[src/rtl/uart_tx_serializer.sv]
// uart_tx_serializer: UART transmit serializer driven by baud_clk rising-edge ticks.
//
// Sends one frame per accepted word: a start bit, DATA_BITS data bits LSB-first, an
// optional parity bit, then STOP_BITS stop bits. The line idles high.
//
// Ports
//   clock         system clock
//   reset_n       asynchronous active-low reset
//   baud_clk_i    baud generator square wave; each rising edge is one bit tick
//   tx_data_i     word to send, sampled on accept
//   tx_valid_i    upstream offers a word
//   tx_ready_o    high while idle; accept = tx_valid_i & tx_ready_o at a clock edge
//   parity_en_i   insert a parity bit, sampled on accept
//   parity_odd_i  1 = odd parity, 0 = even parity, sampled on accept
//   tx_o          registered serial line output
//   tx_busy_o     high from accept until the frame ends
//   tx_done_o     one-cycle pulse when the last stop bit completes
module uart_tx_serializer #(
    parameter int DATA_BITS = 8,
    parameter int STOP_BITS = 1
) (
    input  logic                 clock,
    input  logic                 reset_n,
    input  logic                 baud_clk_i,
    input  logic [DATA_BITS-1:0] tx_data_i,
    input  logic                 tx_valid_i,
    output logic                 tx_ready_o,
    input  logic                 parity_en_i,
    input  logic                 parity_odd_i,
    output logic                 tx_o,
    output logic                 tx_busy_o,
    output logic                 tx_done_o
);
    localparam logic [2:0] IDLE   = 3'd0;
    localparam logic [2:0] SYNC   = 3'd1;
    localparam logic [2:0] START  = 3'd2;
    localparam logic [2:0] DATA   = 3'd3;
    localparam logic [2:0] PARITY = 3'd4;
    localparam logic [2:0] STOP   = 3'd5;
    localparam logic [2:0] LAST_BIT  = 3'(DATA_BITS - 1);
    localparam logic       LAST_STOP = 1'(STOP_BITS - 1);

    logic [2:0]           state_q, state_d;
    logic [DATA_BITS-1:0] shift_q, shift_d;
    logic [2:0]           bit_idx_q, bit_idx_d;
    logic                 stop_cnt_q, stop_cnt_d;
    logic                 par_en_q, par_en_d;
    logic                 par_bit_q, par_bit_d;
    logic                 tx_q, tx_d;
    logic                 done_q, done_d;
    logic                 baud_clk_q;
    logic                 tick;

    // baud_clk already comes from a flop in this clock domain, so a single delay
    // flop is enough to find its rising edge.
    assign tick       = baud_clk_i & ~baud_clk_q;
    assign tx_ready_o = state_q == IDLE;
    assign tx_busy_o  = state_q != IDLE;
    assign tx_o       = tx_q;
    assign tx_done_o  = done_q;

    always_comb begin
        state_d    = state_q;
        shift_d    = shift_q;
        bit_idx_d  = bit_idx_q;
        stop_cnt_d = stop_cnt_q;
        par_en_d   = par_en_q;
        par_bit_d  = par_bit_q;
        tx_d       = tx_q;
        done_d     = 1'b0;
        if (state_q == IDLE) begin
            // A tick landing in the accept cycle is deliberately ignored: SYNC
            // waits for the next one so the start bit is always a full bit long.
            if (tx_valid_i) begin
                shift_d   = tx_data_i;
                par_en_d  = parity_en_i;
                par_bit_d = parity_odd_i ^ (^tx_data_i);
                state_d   = SYNC;
            end
        end else if (tick) begin
            case (state_q)
                SYNC: begin
                    state_d = START;
                    tx_d    = 1'b0;
                end
                START: begin
                    state_d   = DATA;
                    tx_d      = shift_q[0];
                    bit_idx_d = 3'd0;
                end
                DATA: begin
                    // The shift register moves right so the bit on the line is
                    // always shift_q[0]; the next one to send is shift_q[1].
                    if (bit_idx_q < LAST_BIT) begin
                        bit_idx_d = bit_idx_q + 3'd1;
                        shift_d   = shift_q >> 1;
                        tx_d      = shift_q[1];
                    end else if (par_en_q) begin
                        state_d = PARITY;
                        tx_d    = par_bit_q;
                    end else begin
                        state_d    = STOP;
                        tx_d       = 1'b1;
                        stop_cnt_d = 1'b0;
                    end
                end
                PARITY: begin
                    state_d    = STOP;
                    tx_d       = 1'b1;
                    stop_cnt_d = 1'b0;
                end
                STOP: begin
                    if (stop_cnt_q == LAST_STOP) begin
                        state_d = IDLE;
                        done_d  = 1'b1;
                    end else begin
                        stop_cnt_d = stop_cnt_q + 1'b1;
                    end
                end
                default: begin
                    state_d = IDLE;
                    tx_d    = 1'b1;
                end
            endcase
        end
    end

    always_ff @(posedge clock or negedge reset_n) begin
        if (!reset_n) begin
            state_q    <= IDLE;
            shift_q    <= '0;
            bit_idx_q  <= 3'd0;
            stop_cnt_q <= 1'b0;
            par_en_q   <= 1'b0;
            par_bit_q  <= 1'b0;
            tx_q       <= 1'b1;
            done_q     <= 1'b0;
            baud_clk_q <= 1'b0;
        end else begin
            state_q    <= state_d;
            shift_q    <= shift_d;
            bit_idx_q  <= bit_idx_d;
            stop_cnt_q <= stop_cnt_d;
            par_en_q   <= par_en_d;
            par_bit_q  <= par_bit_d;
            tx_q       <= tx_d;
            done_q     <= done_d;
            baud_clk_q <= baud_clk_i;
        end
    end
endmodule

[config.mk]
export PLATFORM = sky130hd
export DESIGN_NAME = uart_tx_serializer
export DESIGN_NICKNAME = d
export VERILOG_FILES = /design/src/rtl/uart_tx_serializer.sv
export SDC_FILE = /design/constraint.sdc
export NUM_CORES = 1
export LEC_CHECK = 0
export CAP_MARGIN = 30
export CELL_PAD_IN_SITES_DETAIL_PLACEMENT = 0
export CELL_PAD_IN_SITES_GLOBAL_PLACEMENT = 2
export CORE_ASPECT_RATIO = 1.1
export CORE_UTILIZATION = 35
export DETAILED_ROUTE_END_ITERATION = 8
export PLACE_DENSITY = 0.85
export SLEW_MARGIN = 20
export SYNTH_ARGS = -nofsm -noshare
export SYNTH_HDL_FRONTEND = slang
export SYNTH_SLANG_ARGS = --single-unit
[constraint.sdc]
create_clock -name clock -period 2.9 [get_ports clock]
set_input_delay 0.29 -clock clock [delete_from_list [all_inputs] [get_ports clock]]
set_output_delay 0.29 -clock clock [all_outputs]
set_load 0.005 [all_outputs]
* Word level (Yosys, flattened, before mapping)
Cells that the tools add are included.
** Storage, ports and cells
- Flip-flop bits (word level) :: 20
- Input bits :: 14
- Logic and storage cells :: 67
** Cells by class
- $add $sub $neg :: 2
- Order comparisons :: 1
- Equality and inequality tests :: 11
- Multiplexer cells :: 25
- Bitwise operators :: 5
- Reductions and logical operators :: 14
** Operator list (count)
- two-way mux 8 bit :: 5
- two-way mux 3 bit :: 6
- one-hot mux 3 bit (5 select lines) :: 1
- AND reduction 4 bit :: 3
- two-way mux 1 bit :: 10
- inequality test 2 bit (second input constant) :: 4
- nonzero test 2 bit :: 4
- XOR reduction 8 bit :: 1
- equality test 3 x 2 -> 1 bit (second input constant) :: 2
- equality test 3 bit (second input constant) :: 2
- inequality test 3 bit (second input constant) :: 2
- one-hot mux 3 bit (2 select lines) :: 1
- nonzero test 3 bit :: 2
- AND reduction 5 bit :: 1
- one-hot mux 1 bit (4 select lines) :: 1
- adder 3 x 1 -> 3 bit (second input constant) :: 1
- equality test 3 x 1 -> 1 bit (second input constant) :: 1
- zero test 3 bit :: 1
- less-than comparator 3 bit (second input constant) :: 1
- inverter 1 bit :: 3
- one-hot mux 1 bit (3 select lines) :: 1
- AND reduction 3 bit :: 1
- AND reduction 2 bit :: 1
- adder 1 bit (second input constant) :: 1
- other kinds (2) :: 2

* Logic depth before layout (Yosys ltp)
Gate-level depths: netlist of the first run.
- Depth in word-level cells :: 5
- Gate-level depth with buffers :: 6

* Worst setup path after synthesis of the first run
OpenSTA, ideal clock, no wires.
- Path type :: register to register
- From :: reg state_q[1]
- To :: reg bit_idx_q[0]
- Library setup time :: 0.125 ns
- Arrival :: 1.324 ns
- Slack :: 1.451 ns
- Cell stages (with the launch flop) :: 6
- Period minus slack after synthesis :: 1.449 ns
- Cell sequence :: dfrtp_1 buf_6 nor3_4 inv_4 and3_4 mux2_2
** On the way
- Longest elaborated chain between the ends :: 3
** RTL lines
- from (decl) :: RTL line 43 : logic [2:0] state_q, state_d;
- from (signal assigned) :: RTL line 140 : state_q <= state_d;
- zero test 3 bit
- named net tx_ready_o :: RTL line 27 : output logic tx_ready_o,
- inverter 1 bit (no line)
- AND reduction 4 bit (no line)
- to (signal assigned) :: RTL line 142 : bit_idx_q <= bit_idx_d;
- to (decl) :: RTL line 45 : logic [2:0] bit_idx_q, bit_idx_d;
The timed path passes the listed nets, and every way through them passes these cells.
A chain may end at the register's enable or synchronous reset.

* Worst setup path in the final report of the first run
- From :: reg state_q[0]
- To :: out tx_busy_o
** On the way
- Longest elaborated chain between the ends :: 1
** RTL lines
- nonzero test 3 bit :: RTL line 58 : assign tx_busy_o = state_q != IDLE;
- to (decl) :: RTL line 31 : output logic tx_busy_o,
No other way between the ends.

==> results of run 1 <==
-- synth_stat cells (2+ instances only) --
cell,instances
and2_1,2
nor2_1,4
buf_6,2
xnor2_1,4
dfrtp_1,18
xor2_1,3
a21oi_1,6
buf_4,2
nand2_1,14
inv_1,2
o21ai_0,18
mux2i_1,8
-- layer usage --
layer	vias up	routed length, um
met5	-	0
met4	0	10
met3	2	83
met2	22	947
met1	354	1040
li1	397	-
-- critical path, cell delays in order (launching register included) --
cell and delay (ns):
dfrtp_1 0.58, nor3_4 0.39, inv_4 0.13, clkdlybuf4s50_1 0.47
-- how the worst max path moves through the flow --
stage          slack (ns)  cells after the start                       end
5_1_grt              0.64                      3                 tx_busy_o
6_report             0.74                      3                 tx_busy_o
4_1_cts              0.71                      3                 tx_busy_o
3_5_place_dp         0.95                      5    shift_q[3]$_DFFE_PN0P_
2_1_floorplan        1.45                      5  bit_idx_q[0]$_DFFE_PN0P_
3_3_place_gp         1.03                      5    shift_q[0]$_DFFE_PN0P_
-- metrics by stage --
stage	instances	worst slack [ns]	instance area, um^2	util
floorplan	103	1.45	1070	-
global placement	149	1.03	1240	0.439
detailed placement	149	0.955	1240	0.439
CTS	153	0.713	1270	0.449
global route	154	0.645	1280	0.453
finish	154	0.744	1280	0.453
-- layout make-up --
class	count	area [um^2]	share of cell area
sequential	19	477	0.372
clock buffer	3	22.5	0.0176
tap	33	41.3	0.0323
multi-input combinational	77	539	0.421
timing repair buffer	18	181	0.142
clock inverter	1	5.00	0.00391
inverter	3	13.8	0.0108
-- kinds of logic (layout without fill, tap and decap cells) --
logic type / Yosys count / in the layout / synth area share
simple gates: 30 / 30 / 0.169
flops: 19 / 19 / 0.447
mux: 9 / 9 / 0.0856
fa+ha+maj: 1 / 1 / 0.0117
buf+inv: 7 / 25 / 0.0481
xor+xnor: 8 / 8 / 0.0785
compound gates: 29 / 29 / 0.161
-- state kept, by name, summed over array words and instances, names as in the netlist, named ones only --
name	count
shift_q	8
bit_idx_q	3
state_q	2
baud_clk_q	1
par_bit_q	1
par_en_q	1
tx_done_o	1
tx_o	1
-- power by group --
group	total (mW)	leakage [nW]	switching (mW)	internal, mW
combinational	0.364	0.305	0.176	0.188
sequential	0.453	0.242	0.0996	0.354
clock	0.137	0.0177	0.0853	0.0513
==> results, run 1 <==
- After clock tree synthesis, the clock-pin slew on the worst setup and hold paths is 0.12 ns.
- The critical path in this run is classified as reg -> out.
- The worst-case clock buffer depth is 2.
- Headroom to the max-slew limit came out at 0.637.
- Max-cap violations in this run came to 0.
- The initialized floorplan defines 20 standard-cell rows.
- The post-route clock skew is 0.0118 ns.
- CTS built an H-tree with a depth of 1.
- The total negative slack is 0 ns.
- Counting the fill cells in the layout gives slightly below 300.
- The worst hold path belongs to the class in -> async.
- The area added between synthesis and finish is 19.9%.
- The type of element launching the critical path is a register.
- The initial antenna violation count is 0.
- The overall routed net length is 2080 um.
- The synthesized design spends more area on one cell type than any other, namely dfrtp_1.
- For met3 alone, demand over resource in global routing was 0.0305.
- The via count of the routed design is 775.
- The final hold violation count is 0.
- The final max-slew violation count came to 0.
- The count of flip-flops with a built-in enable after synthesis is 0.
- After synthesis the cells add up to 1070 um^2.
- The HPWL reported at the end of detailed placement is ~1600 um.
- The die is 59.9 um tall.
- The via count of the first global-routing pass is 727.
- The wire length of the first global-routing pass is 3410 um.
- The post-detailed-route wirelength per cell is around 14 um.
- In this run the most used layer during global routing was met2.
- The number of gates resized after CTS was 0.
- The number of buffers created by CTS is 3.
- The routability-driven placement congestion ratio is 0.796.
- The fraction of final layout cells with drive strength greater than 1 is 0.124.
- The most used flip-flop cell after synthesis is dfrtp_1.
- Setup repair after global routing left no endpoint under its margin.
- Power spread over the standard cell area amounts to 746 nW/um^2.
- The worst IR drop on VDD is around 0.38 mV.
- In this run, distinct cell masters in the synthesized netlist total 32.
- The number of warnings printed during yosys synthesis is 0.
- The cell at the root of the clock tree is clkbuf_4.
- The fraction of the cycle the final worst path needs is 0.743.
- The first-pass iteration count of the detailed router is 6.
- The post-CTS setup buffer count is 0.
- The sort of element at the end of the critical path is a primary output.
- The worst-case hold slack is 0.298 ns.
- After synthesis, the share of flip-flops with an asynchronous set or reset is 1.00.
- The detail-routed via count per cell is 5.03.
- Counting every net in the synthesized netlist gives roughly 120.
- The initial utilization of the core area, before any placement, comes to 0.377.
- The die covers between 3000 and 4000 um^2.
- In the routed design, unresolved DRC markers number 0.
- Dividing the synthesized area by the synthesized cell count gives 10.4 um^2.
- Entering global routing, the biggest net connects 20 pins.
- The leakage component of the power is 0.564 nW.
- The latest clock arrival within the worst-skew pair is 0.30 ns.
- The register-to-register path setup slack is 1.16 ns.
- The number of DRC markers in iteration 0 is 14.
- The core box area is about 2800 um^2.
- Buffers inserted to repair hold after CTS numbered 0.
- In this run the horizontal extent of the chip is 54.7 um.
- The count of final setup violators is 0.
- The fraction of the yosys area taken by sequential cells is 0.447.
- In the global route stage, overall resource usage came out at 0.149.
- The total power is 0.954 mW.
- Static timing analysis puts the maximum clock frequency at 0.464 GHz.
- Subtracting the final worst setup slack from the clock period gives between 2 and 2.5 ns.
- Sorting the synthesized cells by area gives the leading types as dfrtp_1 42%, o21ai_0 8.4%, mux2i_1 7.5%, nand2_1 4.9%, xnor2_1 3.3%.
- The routing usage on met1 is 0.205.
- The proportion of netlist area held by the largest area contributor is 0.422.
- The slew at the pin closest to its max-slew limit is 0.545 ns.
- Counting cells, the worst reg-to-reg path comes to 3.
- The worst path arrival time is 1.87 ns.
- Counting flops and latches in the post-synthesis netlist gives 19.
- In this run the worst setup path begins at state_q[0]$_DFFE_PN0P_.
- The clock sink total is 19.
- Data on the critical path is required at its endpoint by 2.61 ns.
- The net count of the finished layout is around 140.
- 0 antenna diodes ended up in the layout.
- The final global-route overflow total is 0.
- The met2 layer usage reported by global route is 0.225.
- 18 I/O pins were placed.
- In this run the critical register-to-register path is captured at shift_q[1]$_DFFE_PN0P_.
- The run finished with clean final reports.
- Along the worst path, the maximum fanout reaches 12.
- The top cell types in the final layout, fill and taps aside, are 18 x o21ai_0, 18 x dfrtp_1, 17 x clkdlybuf4s50_1, 14 x nand2_1, 8 x mux2i_1.
- The number of standard cells after synthesis is ~100.
- The total of buffers placed on input and output ports is 17.
- The detail route stage leaves a number of antenna-violating nets equal to 0.
- The CTS tree is done.
Note: power is estimated with default switching activity, not from simulation.
==> run 2: changes to the inputs <==
CORE_UTILIZATION = 29   (was 35)
PLACE_DENSITY = 0.76   (was 0.85)
clock period = 1.8 ns   (was 2.9 ns; I/O delays follow)
==> run 2 against run 1 <==
Non-clock buffer count rose by 13. Via count increased by 7.0%. Sequential share of layout area decreased by 2.8 points. Cell count is 18% higher. Critical endpoint unchanged. First-iteration DRC count up 36%. Sequential power up 52%. Critical path type unchanged. Worst hold slack lost 0.13 ns. Setup slack got worse by 0.65 ns. Final area rose by 8.9%. Sequential cell count stayed put. Combinational power is 100% higher. Power rose by 74%.
==> results, run 2 (synthesis results as in run 1) <==
- The total of buffers placed on input and output ports was 17 (unchanged).
- The register-to-register path setup slack came to 0.12 ns (-1.04 ns).
- The overall routed net length is 2240 um (+7.5%).
- The number of buffers created by CTS is 3 (unchanged).
- The number of flip-flops under the largest register name is 8 (unchanged).
- The fraction of the cycle the final worst path needs is 0.950.
- Setup repair after global routing left no endpoint under its margin.
- The I/O pin count is 18 (unchanged).
- The final hold violation count is 0 (unchanged).
- The tree is rooted in a clkbuf_4.
- The required arrival time at the worst endpoint is 1.62 ns (-0.99 ns).
- The number of placed instances with taps included is 171 (+15%).
- shift_q holds more flip-flops than any other register.
- The leakage component of the power is 0.624 nW (+11%).
- The core box area was 3410 um^2 (+21%).
- The via count of the first global-routing pass came to 794 (+9.2%).
- The tightest min-delay check is of the in -> async type.
- The headroom to the max-slew limit is 0.618 (-0.0182).
- The x dimension of the die is 59.8 um (+9.5%).
- The number of DRC markers in iteration 0 came to 19 (+5).
- The worst IR drop on VDD is 0.415 mV (+10%).
- The floorplan die height is 65.6 um (+9.5%).
- The total power divided by cell area was 1190 nW/um^2 (+60%).
- The flow ran to the end, and the final reports show no timing, DRC or antenna violations.
- The wire length of the first global-routing pass is 3710 um (+8.7%).
- The overall die area is 3930 um^2 (+20%).
- The via count of the routed design is 829 (+7.0%).
- The clock-pin slew reported for the worst setup and hold paths after clock tree synthesis was 0.12 ns (about the same).
- The startpoint of the worst-slack reg-to-reg timing path is state_q[0]$_DFFE_PN0P_.
- The routability-driven placement congestion ratio is 0.749 (-5.9%).
- The smallest clock period supported by the final layout is computed as 1.71 ns.
- The initial antenna violation count is 0 (unchanged).
- The total global routing track utilization is 0.128 (-0.0204).
- The number of cells in the finished layout apart from fillers is 182 (+18%).
- The count of standard-cell rows came to 22 (+10%).
- The CTS tree is done.
- The post-route clock skew is 0.00936 ns (-0.00244 ns).
- The total negative slack is 0 ns (unchanged).
- The type of element launching the critical path is a register.
- The first-pass iteration count of the detailed router came to 4 (-2).
- The detail-routed via count per cell is 4.55 (-9.5%).
- STA classifies the critical path endpoint as a primary output.
- The top achievable clock speed is 0.585 GHz.
- The maximum fanout along the worst path is 5 (-7).
- The worst path arrival time is 1.53 ns (-0.34 ns).
- The latest clock arrival within the worst-skew pair was 0.31 ns (about the same).
- The count of inserted antenna diode cells came to 0 (unchanged).
- The critical path is of the reg -> out type.
- The number of nets with antenna violations after routing was 0 (unchanged).
- The H-tree depth came to 1 (unchanged).
- The slew at the pin closest to its max-slew limit is 0.558 ns (+0.0129 ns).
- The starting density of the core was 0.313 (-0.0648).
- The worst-case hold slack came to 0.169 ns (-0.129 ns).
- The fraction of final layout cells with drive strength greater than 1 is 0.224 (+0.0999).
- The commonest non-fill, non-tap cell in the layout is o21ai_0.
- In the final layout, the registers with the most flip-flops are shift_q (8), bit_idx_q (3), state_q (2).
- The number of cell instances on the worst register-to-register path is 5 (+2).
- The number of max-cap violations was 0 (unchanged).
- The reg-to-reg endpoint is tx_o$_DFFE_PN1P_.
- The final max-slew violation count is 0 (unchanged).
- The worst-case clock buffer depth came to 2 (unchanged).
- The area growth from synthesis to layout is 30.6%.
- The count of final setup violators is 0 (unchanged).
- The net count reported at finish is 150 (+9.5%).
- The library cells used most frequently in the layout, excluding fill and tap cells, are 18 x o21ai_0, 16 x clkdlybuf4s50_1, 15 x dfrtp_1, 14 x nand2_1, 14 x buf_4.
- The largest net degree at the start of global routing is 15 (-25%).
- The post-detailed-route wirelength per cell is 12.3 um (-9.0%).
- The clock sink total was 19 (unchanged).
- The HPWL reported at the end of detailed placement is 1660 um (+5.5%).
- The DRC violation count after routing is 0 (unchanged).
- The final global-route overflow total is 0 (unchanged).
run 2: worst max path at each step:
stage	start	endpoint	slack, ns	cells past startpoint
finish	state_q[0]$_DFFE_PN0P_	tx_busy_o	0.09	3
global route	state_q[0]$_DFFE_PN0P_	tx_busy_o	0.01	3
CTS	state_q[0]$_DFFE_PN0P_	tx_busy_o	0.05	3
detailed placement	baud_clk_i	bit_idx_q[0]$_DFFE_PN0P_	0.09	5
global placement	baud_clk_i	bit_idx_q[0]$_DFFE_PN0P_	0.12	5
floorplan	state_q[1]$_DFFE_PN0P_	bit_idx_q[0]$_DFFE_PN0P_	0.35	5
run 2: metrics by stage:
| step | util | worst slack, ns | instance area [um^2] | power [mW] |
|---|---|---|---|---|
| floorplan | - | 0.351 | 1070 | 1.18 |
| global placement | 0.385 | 0.119 | 1310 | 1.36 |
| detailed placement | 0.385 | 0.0899 | 1310 | 1.38 |
| CTS | 0.402 | 0.0474 | 1370 | 1.64 |
| global route | 0.408 | 0.0118 | 1390 | 1.79 |
| finish | 0.408 | 0.0906 | 1390 | 1.66 |
run 2: layout make-up:
cell class                 count  area (um^2)
multi-input combinational     77          539
inverter                       3         13.8
clock buffer                   4         26.3
tap                           48         60.1
timing repair buffer          31          274
sequential                    19          480
fill                         370         2020
run 2: metal layers:
metal | part of all wire | routed length (um) | vias to the layer above | GRT usage
li1 | - | - | 419 | -
met1 | 0.49 | 1090 | 387 | 0.174
met2 | 0.45 | 1010 | 18 | 0.189
met3 | 0.038 | 84 | 5 | 0.0256
met4 | 0.023 | 51 | 0 | 0.0698
met5 | 0 | 0 | - | 0
run 2: repair_timing:
item | CTS | global route
endpoints found under the setup margin | 2 | 1
resized for setup | 4 | 0
setup buffers | 4 | 3
hold buffers | 0 | 0
pin swaps | 1 | 1
run 2: power by group:
| group | internal, mW | leakage [nW] | total, mW | switching, mW |
|---|---|---|---|---|
| registers | 0.576 | 0.238 | 0.689 | 0.113 |
| clock network | 0.0866 | 0.0150 | 0.229 | 0.142 |
| logic | 0.390 | 0.371 | 0.741 | 0.352 |
| total | 1.05 | 0.624 | 1.66 | 0.607 |
run 2: critical path, cell delays in order (launching register included):
cell             delay, ns
dfrtp_2               0.48
nor3_4                0.23
inv_4                 0.06
clkdlybuf4s50_1       0.45
==> RTL change 1 (flow settings as in run 2) <==
Change the localparam `SYNC` from 3'd1 to 3'd0.
--- a/src/rtl/uart_tx_serializer.sv
+++ b/src/rtl/uart_tx_serializer.sv
@@ -33,5 +33,5 @@
 );
     localparam logic [2:0] IDLE   = 3'd0;
-    localparam logic [2:0] SYNC   = 3'd1;
+    localparam logic [2:0] SYNC   = 3'd0;
     localparam logic [2:0] START  = 3'd2;
     localparam logic [2:0] DATA   = 3'd3;
Check against the original RTL: not equivalent (Yosys sat finds a counterexample within 4 cycles, from zero or initial values and one cycle with reset_n low).
==> RTL change 1 against run 2 <==
Synthesized area grew 2.1%. Largest cell class unchanged. Critical path depth grew 1. First-iteration DRC count grew 5.3%. Register-to-register slack lost 0.03 ns. Wire length shrank 3.9%. Cell area grew 2.6%. Setup slack lost 0.014 ns. Utilization shrank 1.4 points. Worst hold slack gained 0.0047 ns. Sequential cell count is the same.
Power is not compared: it rests on default switching activity, and its combinational part moved more than twofold at a synthesized area within 25%.
==> RTL change 1: results (changes against run 2) <==
metric,value,unit,change
status,finished clean,,
final hold slack,0.174,ns,+0.00468 ns
DRT iter0 DRCs,20,,+1
NumNets Final,133,,-11%
Placer Congestion,0.735,,-1.9%
CTS root buf,clkbuf_8,,
Place WS,-0.0865,ns,-0.176 ns
"Reg clk slew, reported paths",0.07,ns,-0.05 ns
Placed Area,1350,µm²,+2.8%
layout cells sized above 1,0.274,,+0.0496
drt wl/cell,12.9,µm,+4.7%
Least-Margin Pin Slew,0.347,ns,-0.211 ns
Syn Inst Count,90,,-13%
Compound-Gate Fraction of Synth Area,0.126,,-0.0343
mux contribution to synthesized area,0.192,,+0.106
vias in the first global route,802,,+1.0%
reg2reg end,shift_q[4],,
first-pass GRT wire length,3590,µm,-3.2%
post-synthesis sequential area ratio,0.437,,-0.00923
Post-Synth XOR/XNOR Area,0.0769,,-0.00162
Period minus WS final,1.72,ns,+0.0143 ns
largest net degree at the start of global routing,14,,-1
Final Routed Wirelength,2150,µm,-3.9%
clock skew,0.00203,ns,-0.00733 ns
Post-Synth Adder-Cell Area,0.0115,,-0.000242
internal reg-to-reg setup slack,0.09,ns,-0.03 ns
Syn Nets,105,,-11%
Post-Place Cells,159,,-7.0%
Synth area leaders,"dfrtp_1 (41%), mux2_4 (11%), mux2_1 (5.2%), o21ai_0 (4.1%), xnor2_1 (3.2%)",,
[RTL change 1: cell count changes in the layout (fill, tap and decap cells not counted), moves of 2 or more]
cell      change
nor2_1        -3
clkbuf_4      -3
mux2_1        +5
buf_4         -6
a21oi_1       -2
mux2_4        +8
nand2_1      -10
and2_1        -2
o21ai_0       -9
clkbuf_8      +3
inv_1         +2
mux2i_1       -7
[RTL change 1: cell type report]
cell class | instances | area, µm²
well taps | 50 | 62.6
fillers | 377 | 2200
clock buffers | 4 | 45.0
inverters | 5 | 23.8
repair buffers | 26 | 253
multi-input cells | 63 | 566
flip-flops and latches | 19 | 480
[RTL change 1: critical path, cell delays in order, from the launching register on]
cell             delay (ns)
dfrtp_2                0.46
nor3_4                 0.23
buf_12                 0.14
inv_1                  0.03
clkdlybuf4s50_1        0.43
[RTL change 1: kinds of logic (layout without fill, tap and decap cells)]
kind of cell | count (synthesis) | after routing
adders and majority gates | 1 | 1
DFF | 19 | 19
AOI/OAI and AO/OA | 21 | 21
buffers and inverters | 8 | 35
and+or+nand+nor | 17 | 17
xor gates and xnor gates | 8 | 8
muxes | 16 | 16
[RTL change 1: repair_timing]
item | in CTS | in global routing
cloned | 0 | 0
setup endpoints to repair | 2 | 2
buffers inserted | 1 | 3
pin swaps | 0 | 1
gates resized for setup | 3 | 1
[RTL change 1: report_power, final]
part           leakage [nW]  internal [mW]  total [mW]  switching [mW]
clock network        0.0228          0.157       0.298           0.141
logic                 0.358          0.101       0.154          0.0532
registers             0.233          0.463       0.481          0.0187
[RTL change 1: routing by layer]
layer  GRT usage  part of all wire  wire length, µm
met1       0.164              0.49             1040
met2       0.188              0.47             1010
met3      0.0294             0.039               83
met4      0.0426            0.0065               14
met5           0                 0                0
[RTL change 1: through the flow]
stage	power, mW	TNS [ns]
finish	0.933	0
global route	0.974	0
CTS	0.938	0
detailed placement	0.645	-0.526
global placement	0.643	-0.371
floorplan	0.576	0
[RTL change 1: worst max path at each step]
stage                from         end  cells after the start
2_1_floorplan        flop  shift_q[2]                      4
6_report       state_q[0]   tx_busy_o                      4
3_5_place_dp   baud_clk_i  shift_q[4]                      5
4_1_cts        state_q[0]  tx_ready_o                      3
5_1_grt        state_q[0]   tx_busy_o                      4
3_3_place_gp   baud_clk_i  shift_q[3]                      5
==> RTL change 2 (settings of run 2) <==
Without the edit above. Put one more register stage on the output `tx_o`, with the module's reset. The value now appears one clock later. The other outputs are not delayed to match. Comments in the files are not updated.
--- a/src/rtl/uart_tx_serializer.sv
+++ b/src/rtl/uart_tx_serializer.sv
@@ -57,5 +57,11 @@
     assign tx_ready_o = state_q == IDLE;
     assign tx_busy_o  = state_q != IDLE;
-    assign tx_o       = tx_q;
+    always_ff @(posedge clock or negedge reset_n) begin
+        if (!reset_n) begin
+            tx_o <= '0;
+        end else begin
+            tx_o <= tx_q;
+        end
+    end
     assign tx_done_o  = done_q;
 
Behaviour: not the same (Yosys sat finds a counterexample within 4 cycles, from zero or initial values and one cycle with reset_n low).
==> RTL change 2 against run 2 <==
Utilization decreased by 1.3 points. Wire length increased by 2.9%. Global-route usage increased by 0.73 points. Cell area increased by 3.0%. Setup slack got worse by 0.0028 ns. Sequential cell count increased by 1. Synthesized area increased by 2.3%. Power increased by 8.8%. Critical path type unchanged. Critical endpoint unchanged. Highest routed layer unchanged.
==> RTL change 2: results (changes against run 2) <==
metric,value,unit,change
status,finished clean,,
NumNets Final,149,,-0.67%
clock skew,0.00111,ns,-0.00825 ns
reg2reg end,tx_q,,
"Reg clk slew, reported paths",0.08,ns,-0.04 ns
Syn Nets,119,,+0.85%
internal power,1.18,mW,+12%
Place WS,0.0670,ns,-0.0229 ns
Placed Area,1350,µm²,+2.7%
layout cells sized above 1,0.218,,-0.00584
met1 usage,0.169,,-0.00493
DRT iter0 DRCs,25,,+6
slew margin rel.,0.654,,+0.0352
CTS root buf,clkbuf_8,,
drt first pass iters,4,,unchanged
CP Max Fanout,7,,+2
Vias per Instance,4.50,,-1.3%
vias in the first global route,864,,+8.8%
peak supply drop,0.421,mV,+1.5%
Synth area leaders,"dfrtp_1 (44%), o21ai_0 (8.2%), mux2i_1 (7.3%), nand2_1 (4.8%), xnor2_1 (3.2%)",,
first-pass GRT wire length,3990,µm,+7.6%
Hold Path Class,in2async,,
post-synthesis sequential area ratio,0.459,,+0.0127
Final Routed Wirelength,2300,µm,+2.9%
DP Wirelength,1740,µm,+4.8%
Post-synth top cells,"dfrtp_1 (19), o21ai_0 (18), nand2_1 (14)",,
met3 usage,0.0254,,-0.000150
P_leak,0.639,nW,+2.4%
final hold slack,0.257,ns,+0.0876 ns
fillers,385,,+4.1%
clk_lat worst skew,0.26,ns,-0.05 ns
met2 Usage GRT,0.228,,+0.0391
GR Util All Layers,0.136,,+0.00726
syn avg cell area,10.5,µm²,+1.4%
internal reg-to-reg setup slack,0.21,ns,+0.09 ns
input/output buffers,17,,unchanged
Final Instance Count excl. Fillers,183,,+0.55%
RTL change 2: cells by family (layout without fill, tap and decap cells):
family                   Yosys count  count (layout)  synth area share
multiplexers                       9               9            0.0836
buffers and inverters              7              36            0.0470
AND/OR/NAND/NOR                   30              30             0.165
flip-flops                        20              20             0.459
XOR/XNOR                           8               8            0.0767
AO/OA/AOI/OAI                     29              29             0.157
adder cells (fa/ha/maj)            1               1            0.0115
RTL change 2: layer usage:
layer | routed length (µm) | up-vias
met5 | 0 | -
met3 | 67 | 2
met2 | 1120 | 13
met1 | 1110 | 390
li1 | - | 418
met4 | 8 | 0
RTL change 2: area by class of cell:
class / count / share of cell area
tap: 50 / 0.0436
clock buffer: 4 / 0.0384
timing repair buffer: 29 / 0.180
sequential: 20 / 0.352
inverter: 3 / 0.00959
multi-input combinational: 77 / 0.376
RTL change 2: how the worst max path moves through the flow:
stage / endpoint / depth (start not counted) / slack, ns / startpoint
after global placement: bit_idx_q[0] / 5 / 0.11 / baud_clk_i
after global routing: tx_busy_o / 3 / -0.01 / state_q[1]
after detailed placement: bit_idx_q[0] / 5 / 0.07 / baud_clk_i
after CTS: tx_busy_o / 3 / 0.02 / state_q[1]
final: tx_busy_o / 3 / 0.09 / state_q[1]
after floorplan: bit_idx_q[0] / 5 / 0.35 / state_q[1]
RTL change 2: repair_timing:
action,in CTS,in global routing
hold buffers,0,0
gates resized for setup,4,0
buffers inserted,1,3
cloned,0,0
pin swaps,1,1
setup endpoints to repair,2,1
RTL change 2: power groups by stage:
stage	Sequential (mW)	Combinational (mW)	Clock [mW]
floorplan	0.696	0.521	0
finish	0.740	0.711	0.355
global placement	0.748	0.668	0
global route	0.769	0.814	0.383
detailed placement	0.752	0.679	0
CTS	0.747	0.680	0.365
